==> src/rtl/miriscv_mem_arbiter.sv <==
// Shares one single-ported memory between instruction fetch and data access.
// One transaction in flight, round-robin on contention, timeout error response.
module miriscv_mem_arbiter #(
  parameter int TIMEOUT_CYCLES = 1024
) (
  input  logic        clk_i,
  input  logic        arstn_i,
  input  logic        instr_req_i,
  input  logic [31:0] instr_addr_i,
  output logic        instr_gnt_o,
  output logic        instr_rvalid_o,
  output logic [31:0] instr_rdata_o,
  output logic        instr_err_o,
  input  logic        data_req_i,
  input  logic        data_we_i,
  input  logic [3:0]  data_be_i,
  input  logic [31:0] data_addr_i,
  input  logic [31:0] data_wdata_i,
  output logic        data_gnt_o,
  output logic        data_rvalid_o,
  output logic [31:0] data_rdata_o,
  output logic        data_err_o,
  output logic        mem_req_o,
  output logic        mem_we_o,
  output logic [3:0]  mem_be_o,
  output logic [31:0] mem_addr_o,
  output logic [31:0] mem_wdata_o,
  input  logic        mem_rvalid_i,
  input  logic [31:0] mem_rdata_i
);

  localparam int TW = $clog2(TIMEOUT_CYCLES + 1);
  localparam logic [TW-1:0] TMO_LAST = TW'(TIMEOUT_CYCLES - 1);

  typedef enum logic { IDLE, WAIT } state_t;
  typedef enum logic { INSTR, DATA } port_t;

  state_t        state_q, state_d;
  port_t         owner_q, owner_d;
  port_t         last_q, last_d;
  logic [TW-1:0] tmo_cnt_q, tmo_cnt_d;

  logic          pick_i, pick_d;
  logic          resp, tmo;
  logic [31:0]   rdata;

  always_ff @(posedge clk_i or negedge arstn_i) begin
    if (!arstn_i) begin
      state_q   <= IDLE;
      owner_q   <= INSTR;
      last_q    <= DATA;
      tmo_cnt_q <= '0;
    end else begin
      state_q   <= state_d;
      owner_q   <= owner_d;
      last_q    <= last_d;
      tmo_cnt_q <= tmo_cnt_d;
    end
  end

  always_comb begin
    state_d        = state_q;
    owner_d        = owner_q;
    last_d         = last_q;
    tmo_cnt_d      = tmo_cnt_q;
    pick_i         = 1'b0;
    pick_d         = 1'b0;
    resp           = 1'b0;
    tmo            = 1'b0;
    rdata          = '0;
    instr_gnt_o    = 1'b0;
    data_gnt_o     = 1'b0;
    mem_req_o      = 1'b0;
    mem_we_o       = 1'b0;
    mem_be_o       = '0;
    mem_addr_o     = '0;
    mem_wdata_o    = '0;
    instr_rvalid_o = 1'b0;
    instr_rdata_o  = '0;
    instr_err_o    = 1'b0;
    data_rvalid_o  = 1'b0;
    data_rdata_o   = '0;
    data_err_o     = 1'b0;

    unique case (state_q)
      IDLE: begin
        // Grants are gated by reset so nothing leaks out while held.
        if (arstn_i) begin
          pick_i = instr_req_i
                 & (~data_req_i | (last_q == DATA));
          pick_d = data_req_i & ~pick_i;
        end
        unique case (1'b1)
          pick_i: begin
            instr_gnt_o = 1'b1;
            mem_req_o   = 1'b1;
            mem_be_o    = 4'hF;
            mem_addr_o  = instr_addr_i;
            owner_d     = INSTR;
            last_d      = INSTR;
            tmo_cnt_d   = '0;
            state_d     = WAIT;
          end
          pick_d: begin
            data_gnt_o  = 1'b1;
            mem_req_o   = 1'b1;
            mem_we_o    = data_we_i;
            mem_be_o    = data_be_i;
            mem_addr_o  = data_addr_i;
            mem_wdata_o = data_wdata_i;
            owner_d     = DATA;
            last_d      = DATA;
            tmo_cnt_d   = '0;
            state_d     = WAIT;
          end
          default: ;
        endcase
      end
      WAIT: begin
        resp  = mem_rvalid_i;
        tmo   = ~mem_rvalid_i & (tmo_cnt_q == TMO_LAST);
        rdata = resp ? mem_rdata_i : '0;
        if (resp || tmo) begin
          state_d = IDLE;
        end else begin
          tmo_cnt_d = tmo_cnt_q + TW'(1);
        end
        if (owner_q == INSTR) begin
          instr_rvalid_o = resp | tmo;
          instr_rdata_o  = rdata;
          instr_err_o    = tmo;
        end else begin
          data_rvalid_o  = resp | tmo;
          data_rdata_o   = rdata;
          data_err_o     = tmo;
        end
      end
      default: state_d = IDLE;
    endcase
  end

endmodule

==> config.mk <==
export PLATFORM = sky130hd
export DESIGN_NAME = miriscv_mem_arbiter
export DESIGN_NICKNAME = d
export VERILOG_FILES = /design/src/rtl/miriscv_mem_arbiter.sv
export SDC_FILE = /design/constraint.sdc
export NUM_CORES = 1
export LEC_CHECK = 0
export CORE_AREA = 10 10 99 101
export CTS_CLUSTER_DIAMETER = 30
export CTS_CLUSTER_SIZE = 25
export DETAILED_ROUTE_END_ITERATION = 16
export DIE_AREA = 0 0 109 111
export HOLD_SLACK_MARGIN = 0.15
export PLACE_DENSITY = 0.83
export SLEW_MARGIN = 30
export SYNTH_ARGS = -nofsm -noshare
export SYNTH_HDL_FRONTEND = slang
export SYNTH_SLANG_ARGS = --single-unit
==> constraint.sdc <==
create_clock -name clk_i -period 4.7 [get_ports clk_i]
set_clock_uncertainty 0.2 [all_clocks]
set_input_delay 0.47 -clock clk_i [delete_from_list [all_inputs] [get_ports clk_i]]
set_output_delay 0.47 -clock clk_i [all_outputs]
set_load 0.05 [all_outputs]
; Yosys cells after proc, flatten, opt, wreduce, memory -nomap -nowiden
; Cells that the tools add are included.
[totals]
reg_bits = 14
in_bits = 138
out_inout_bits = 140
word_cells = 59
[op_classes]
add_sub_neg = 1
n_eq_ne = 3
n_mux = 37
bitwise_logic = 9
reduce_logical = 5
[ops]
columns = operator, count
row1 = $mux 32, 8
row2 = $pmux 32 s2, 1
row3 = $mux 11, 2
row4 = $pmux 11 s2, 1
row5 = $mux 1, 21
row6 = $add 11x1->11 const B, 1
row7 = $eq 11x10->1 const B, 1
row8 = $pmux 4 s2, 1
row9 = $mux 4, 1
row10 = $ne 2x2->1 const B, 2
row11 = $not 1->1, 4
row12 = $pmux 1 s2, 2
row13 = $reduce_and 2->1, 2
row14 = $and 1x1->1, 3
row15 = $or 1x1->1, 2
row16 = $reduce_bool 2->1, 1
row17 = $reduce_or 2->1, 1
row18 = $logic_or 1x1->1, 1

; Longest topological paths before layout
; Gate-level depths: netlist (run 1).
[depth]
ltp_word = 10
depth_mapped = 6
ltp_nobuf = 6

; Least setup slack after synthesis (run 1)
; OpenSTA, ideal clock, no wires.
[synth_timing]
path_kind = register to output
from = register tmo_cnt_q[0]
to = output data_err_o
arrival_ps = 2014
required_ps = 4030
setup_slack_ps = 2016
path_stages_with_launch = 6
n_path_buf = 0
cell_sequence = dfrtp_1 -> ha_1 -> nand3_1 -> nor2_1 -> nand2_1 -> nor3_1
[synth_via]
elab_chain_cells = 4
[synth_rtl]
columns = item, line_no
row1 = start: declaration, 41  ; logic [TW-1:0] tmo_cnt_q, tmo_cnt_d;
row2 = start signal: assignment, 57  ; tmo_cnt_q <= tmo_cnt_d;
row3 = $eq 11x10->1, 121  ; tmo = ~mem_rvalid_i & (tmo_cnt_q == TMO_LAST);
row4 = $and 1x1->1, 121
row5 = $mux 1, 128  ; if (owner_q == INSTR) begin
row6 = $mux 1, 85  ; unique case (state_q)
row7 = end: declaration, 22  ; output logic data_err_o,
; Every way passes these cells.

; Worst setup path after layout (run 1)
[layout_timing]
from = input arstn_i
to = output mem_addr_o[3]
[layout_via]
elab_chain_cells = 4
elab_cells_between_ends = 6
classes_between = mux (6)
[layout_rtl]
columns = item, line_no
row1 = start: declaration, 7  ; input logic arstn_i,
row2 = $mux 1, 88  ; if (arstn_i) begin
row3 = $mux 1, 85
row4 = $pmux 32 s2 *, 93  ; unique case (1'b1)
row5 = $mux 32 *, 85
row6 = end: declaration, 26  ; output logic [31:0] mem_addr_o,
; Every way passes the cells marked *; elsewhere a longest branch is shown, timed or not. The select of a mux whose other input is x is not followed.

==> results of run 1 <==
power groups by stage:
stage	clock network (mW)	registers (mW)	logic, mW
floorplan	0	0.158	0.431
global placement	0	0.163	0.728
detailed placement	0	0.165	0.739
CTS	0.119	0.163	0.740
global route	0.126	0.167	0.768
finish	0.116	0.164	0.733
through the flow:
step	hold slack [ns]	total power, mW
2_1_floorplan	-0.0256	0.589
3_3_place_gp	0.263	0.891
3_5_place_dp	0.280	0.904
4_1_cts	0.293	1.02
5_1_grt	0.314	1.06
6_report	0.291	1.01
sequential cells by signal, indices dropped and copies added, names as in the netlist:
register	flops
owner_q	1
state_q	1
last_q	1
tmo_cnt_q	11
layout make-up:
class | instances | area, sq um | share of cell area
Clock buffer | 4 | 55.1 | 0.0118
Inverter | 5 | 18.8 | 0.00401
Multi-Input combinational cell | 228 | 1320 | 0.281
Sequential cell | 14 | 352 | 0.0751
Tap cell | 105 | 131 | 0.0281
Timing Repair Buffer | 283 | 2810 | 0.600
worst register-to-register path, cell delays in order (launching register included):
cell     delay (ns)
dfrtp_1        0.41
ha_1           0.25
and3_1         0.24
a41oi_4        0.36
nor2_2         0.15
a221o_1        0.37
final timing paths:
kind	slack (ns)	depth (start not counted)	from	endpoint
setup reg to reg	2.60	5	tmo_cnt_q[0]	tmo_cnt_q[7]
setup / recovery	0.95	6	arstn_i	mem_addr_o[3]
max in group asynchronous	3.69	2	arstn_i	last_q
hold reg to reg	0.29	1	tmo_cnt_q[10]	tmo_cnt_q[10]
min in group asynchronous	0.37	2	arstn_i	owner_q
hold / removal	0.29	1	tmo_cnt_q[10]	tmo_cnt_q[10]
cell usage after synthesis (2+ instances only):
library cell and count:
nand4_1 2, o21ai_1 2, o21ai_0 2, and3_1 3
buf_1 3, buf_2 10, and3_2 2, a21oi_1 3
and2_1 33, mux2i_1 3, a31oi_1 2, inv_1 4
dfrtp_1 13, nor2_1 73, nand2_1 41, nor3_1 5
a21o_1 3, clkbuf_1 9, a22o_1 33, nand3_1 3
cells by family (layout without fill, tap and decap cells):
kind of cell             after synthesis  in the layout  share of synthesized area
flip-flops                            14             14                      0.197
AND/OR/NAND/NOR                      169            169                      0.440
AO/OA/AOI/OAI                         53             53                      0.250
buffers and inverters                 29            292                     0.0743
adder cells (fa/ha/maj)                1              1                    0.00701
multiplexers                           5              5                     0.0316
layer usage:
layer,track usage,wire (um)
met1,0.186,4540
met2,0.383,6770
met3,0.0855,1650
met4,0.0589,309
met5,0,18
==> flow_metrics.py, run 1 <==
metrics = {
    "run_status": {
        "outcome": "complete, no violations",
    },
    "grt": {
        "grt_overflow": 0,
        "grt_max_degree": 39,
        "grt_pass1_vias": 3059,
        "track_usage": 0.202,
        "grt_first_pass_wirelength_mm": 18.9,
        "antenna_found_initial": 1,
    },
    "placement": {
        "place_area_sq_um": 4630,
        "dpl.hpwl_mm": 11.8,
        "dp_slack_ns": 0.938,
        "portBuffers": 277,
        "gp_congestion": 0.857,
        "dpl.cell_count": 635,
    },
    "logic_synthesis": {
        "avgSynthCellArea_sq_um": 6.58,
        "ys_seq_area_frac": 0.197,
        "ys.warnings.count": 0,
        "synth_cell_type_count": 42,
        "synth_top_area_frac": 0.182,
        "synth-edff-count": 0,
        "synthesis.nets": 410,
        "synth_cells": 271,
        "ys_ff_latch": 14,
        "async_flop_share": 1.00,
        "syn_area_sq_um": 1780,
        "yosys.area.top_type": "dfrtp_1",
        "ys.flop_type": "dfrtp_1",
        "synth.area.top_cells": "dfrtp_1 (18%), a22o_1 (16%), nor2_1 (15%)",
    },
    "routing": {
        "first_pass_iters": 4,
        "avgViaCountPerCell": 4.69,
        "wire_per_inst_um": 20.8,
        "vias": 2997,
        "antenna_left": 0,
        "dr.first_iter.drc_count": 136,
        "drc": 0,
        "drt_wl_total_mm": 13.3,
    },
    "cells_and_area": {
        "n_fill_cell": 694,
        "final_cell_mix": "clkdlybuf4s50_1 (273), nor2_1 (73), nand2_1 (40), and2_1 (33), a22o_1 (33)",
        "instances_no_fill": 639,
        "mostFrequentLayoutCell": "clkdlybuf4s50_1",
        "final_area_sq_um": 4680,
        "fin_nets": 674,
        "layout-drive-gt1-share": 0.0581,
        "fin_util": 0.588,
        "antenna_cells": 0,
        "syn2layout_area_growth_pct": 162,
    },
    "sta": {
        "post-route-period-util": 0.798,
        "max_freq_mhz": 267,
        "drv_slew": 0,
        "tns_ns": 0,
        "layout_setup_ws_ns": 0.948,
        "fin_crit_ns": 3.75,
        "tightest_slew_ns": 0.671,
        "rsz0062_at_grt": "false",
        "setup-violations-final": 0,
        "slew_headroom": 0.551,
        "hold_viol_final": 0,
    },
    "cts": {
        "tritoncts": "built",
        "post_cts_resize_count": 0,
        "path_clk_slew_ns": 0.06,
        "worstSkewPairLatency_ns": 0.24,
        "ctsHtreeMaxLevel": 1,
        "cts_buffers": 3,
        "cts_buffer_depth": 2,
        "cts_setup_buffers": 0,
        "cts_root_buf": "clkbuf_8",
        "hold_buffers": 0,
        "numClockSinks": 14,
    },
    "die": {
        "die_area_sq_um": 12100,
        "start_util": 0.224,
        "core_area_sq_um": 7970,
        "ios": 278,
        "fp.dieW_um": 109,
        "die_y_um": 111,
        "rows": 33,
    },
    "setup_path": {
        "cp_top_family": "buffers and inverters",
        "cp_common_cell": "clkdlybuf4s50_1",
        "start_kind": "input pin",
        "crit_path_max_incr_delay_ns": 0.84,
        "path_buf_inv": 3,
        "crit_type": "input pin to primary output",
        "cp.arrival_ns": 3.08,
        "path_cells": "clkdlybuf4s50_1 > nor2b_2 > and3_2 > buf_4 > a22o_1 > clkdlybuf4s50_1",
        "cp.required_ns": 4.03,
        "worstPathMaxFanout": 37,
        "end_kind": "primary output",
        "slowest_stage": "clkdlybuf4s50_1",
    },
    "job": {
        "cap_violations": 0,
    },
    "power_and_ir_drop": {
        "p_sw_mw": 0.512,
        "max-vdd-ir-drop_mv": 0.111,
        "p_leak_nw": 1.87,
        "power_density_nw_per_um2": 216,
        "seq_power_share": 0.162,
        "power_frac_comb": 0.724,
        "switching_share": 0.505,
        "p_int_mw": 0.501,
        "p_clk_frac": 0.115,
    },
    "worst_hold_path": {
        "hp-class": "flop to flop",
    },
}
(Power assumes the default switching activity.)
==> run 2, diff against run 1 <==
--- a/config.mk
+++ b/config.mk
@@ -5,13 +5,13 @@
 export SDC_FILE = /design/constraint.sdc
 export NUM_CORES = 1
 export LEC_CHECK = 0
-export CORE_AREA = 10 10 99 101
+export CORE_MARGIN = 10
+export CORE_UTILIZATION = 21
 export CTS_CLUSTER_DIAMETER = 30
 export CTS_CLUSTER_SIZE = 25
 export DETAILED_ROUTE_END_ITERATION = 16
-export DIE_AREA = 0 0 109 111
 export HOLD_SLACK_MARGIN = 0.15
-export PLACE_DENSITY = 0.83
+export PLACE_DENSITY = 0.81
 export SLEW_MARGIN = 30
 export SYNTH_ARGS = -nofsm -noshare
 export SYNTH_HDL_FRONTEND = slang
==> constraint.sdc (replaced) <==
create_clock -name clk_i -period 3.2 [get_ports clk_i]
set_clock_uncertainty 0.2 [all_clocks]
set_input_delay 0.32 -clock clk_i [delete_from_list [all_inputs] [get_ports clk_i]]
set_output_delay 0.32 -clock clk_i [all_outputs]
set_load 0.05 [all_outputs]
==> run 2 against run 1 <==
Compared with the run above:
- setup slack lost 0.36 ns
- sequential cell count is the same
- non-clock buffer count grew 1
- clock power grew 47%
- critical endpoint is now mem_addr_o[21]
- highest routed layer is now met4
==> flow_metrics.py, run 2 (same netlist as run 1, synthesis figures left out) <==
metrics = {
    "cells_and_area": {
        "final_area_sq_um": 6090,
        "antenna_cells": 0,
        "fin_nets": 675,
        "instances_no_fill": 640,
        "mostFrequentLayoutCell": "buf_12",
        "fin_util": 0.737,
        "layout-drive-gt1-share": 0.312,
        "final_cell_mix": "buf_12 (139), clkdlybuf4s50_1 (137), nor2_1 (73), nand2_1 (41)",
        "regMostFlops": "tmo_cnt_q",
        "n_fill_cell": 544,
        "largest_reg_flops": 11,
        "syn2layout_area_growth_pct": 241,
    },
    "die": {
        "rows": 33,
        "start_util": 0.216,
        "die_area_sq_um": 12600,
        "core_area_sq_um": 8260,
        "fp.dieW_um": 112,
        "die_y_um": 112,
        "ios": 278,
    },
    "setup_path": {
        "startpoint": "arstn_i",
        "end_kind": "primary output",
        "crit_type": "input pin to primary output",
        "cp.arrival_ns": 2.10,
        "slowest_stage": "clkdlybuf4s50_1",
        "path_buf_inv": 3,
        "cp_top_family": "buffers and inverters",
        "cp.required_ns": 2.68,
        "r2r_start": "tmo_cnt_q[0]",
        "worstPathMaxFanout": 39,
        "crit_path_max_incr_delay_ns": 0.47,
        "path_cells": "clkdlybuf4s50_1 > nor2b_2 > nand2_1 > a21oi_4 > buf_4 > a22o_1 > buf_12",
        "start_kind": "input pin",
    },
    "run_status": {
        "outcome": "complete, no violations",
    },
    "cts": {
        "path_clk_slew_ns": 0.06,
        "numClockSinks": 14,
        "post_cts_resize_count": 0,
        "cts_root_buf": "clkbuf_8",
        "worstSkewPairLatency_ns": 0.24,
        "cts_setup_buffers": 0,
        "cts_buffers": 3,
        "hold_buffers": 0,
        "ctsHtreeMaxLevel": 1,
        "cts_buffer_depth": 2,
        "tritoncts": "built",
    },
    "placement": {
        "gp_congestion": 0.882,
        "dpl.hpwl_mm": 13.0,
        "place_area_sq_um": 6030,
        "portBuffers": 277,
        "dpl.cell_count": 636,
    },
    "routing": {
        "first_pass_iters": 4,
        "avgViaCountPerCell": 4.80,
        "drc": 0,
        "vias": 3075,
        "wire_per_inst_um": 22.5,
        "drt_wl_total_mm": 14.4,
        "dr.first_iter.drc_count": 129,
        "antenna_left": 0,
    },
    "grt": {
        "antenna_found_initial": 0,
        "grt_pass1_vias": 3250,
        "grt_first_pass_wirelength_mm": 21.0,
        "grt_overflow": 0,
        "grt_max_degree": 60,
        "track_usage": 0.210,
    },
    "sta": {
        "max_freq_mhz": 382,
        "slew_headroom": 0.618,
        "hold_viol_final": 0,
        "tightest_slew_ns": 0.573,
        "fin_crit_ns": 2.62,
        "post-route-period-util": 0.818,
        "drv_slew": 0,
        "rsz0062_at_grt": "false",
        "tns_ns": 0,
        "setup-violations-final": 0,
    },
    "power_and_ir_drop": {
        "power_density_nw_per_um2": 295,
        "p_leak_nw": 2.54,
        "max-vdd-ir-drop_mv": 0.160,
    },
    "worst_hold_path": {
        "hp-class": "input pin to asynchronous set/reset pin",
    },
    "job": {
        "cap_violations": 0,
    },
}
## run 2: cell types whose count changed in the layout (fill, tap and decap cells not counted), sizes merged
| cell | delta |
|---|---|
| buf | +137 |
| clkdlybuf4s50 | -136 |
## run 2: power breakdown
part	internal (mW)	leakage [nW]	switching (mW)	total, mW
registers	0.207	0.185	0.0310	0.238
logic	0.659	2.33	0.731	1.39
clock network	0.109	0.0288	0.0613	0.170
total	0.975	2.54	0.823	1.80
## run 2: routing by layer
| layer | track usage | up-vias | share of wire |
|---|---|---|---|
| met5 | 0 | - | 0 |
| met3 | 0.0884 | 18 | 0.11 |
| li1 | - | 1447 | - |
| met4 | 0.0584 | 0 | 0.026 |
| met1 | 0.202 | 1426 | 0.33 |
| met2 | 0.399 | 184 | 0.53 |
## run 2: cell type report
cell class              instances  area (sq um)  share of cell area
clock buffers                   4          55.1             0.00905
inverters                       5          18.8             0.00308
multi-input cells             228          1320               0.216
flip-flops and latches         14           352              0.0578
well taps                     105           131              0.0216
repair buffers                284          4210               0.692
## run 2: per-stage QoR
stage / total power [mW] / hold WS [ns] / setup slack [ns]
finish: 1.80 / 0.204 / 0.583
CTS: 1.81 / 0.216 / 0.595
global route: 1.87 / 0.224 / 0.475
detailed placement: 1.64 / 0.271 / 0.601
global placement: 1.61 / 0.261 / 0.638
floorplan: 0.866 / -0.176 / 0.666
## run 2: final timing paths
| kind | slack, ns | endpoint | cells after the start |
|---|---|---|---|
| max in group asynchronous | 2.35 | last_q | 2 |
| min in group clk_i | 0.28 | tmo_cnt_q[10] | 1 |
| worst min-delay path | 0.20 | tmo_cnt_q[1] | 2 |
| worst max-delay path | 0.58 | mem_addr_o[21] | 7 |
| worst min register to register | 0.28 | tmo_cnt_q[10] | 1 |
| worst max register to register | 1.08 | tmo_cnt_q[7] | 5 |
## run 2: worst reg2reg max path, delay by kind of cell, from the launching register on
kind / cells / cell delay [ns]
DFF: 1 / 0.41
adders and majority gates: 1 / 0.26
AOI/OAI and AO/OA: 2 / 0.74
and+or+nand+nor: 2 / 0.40
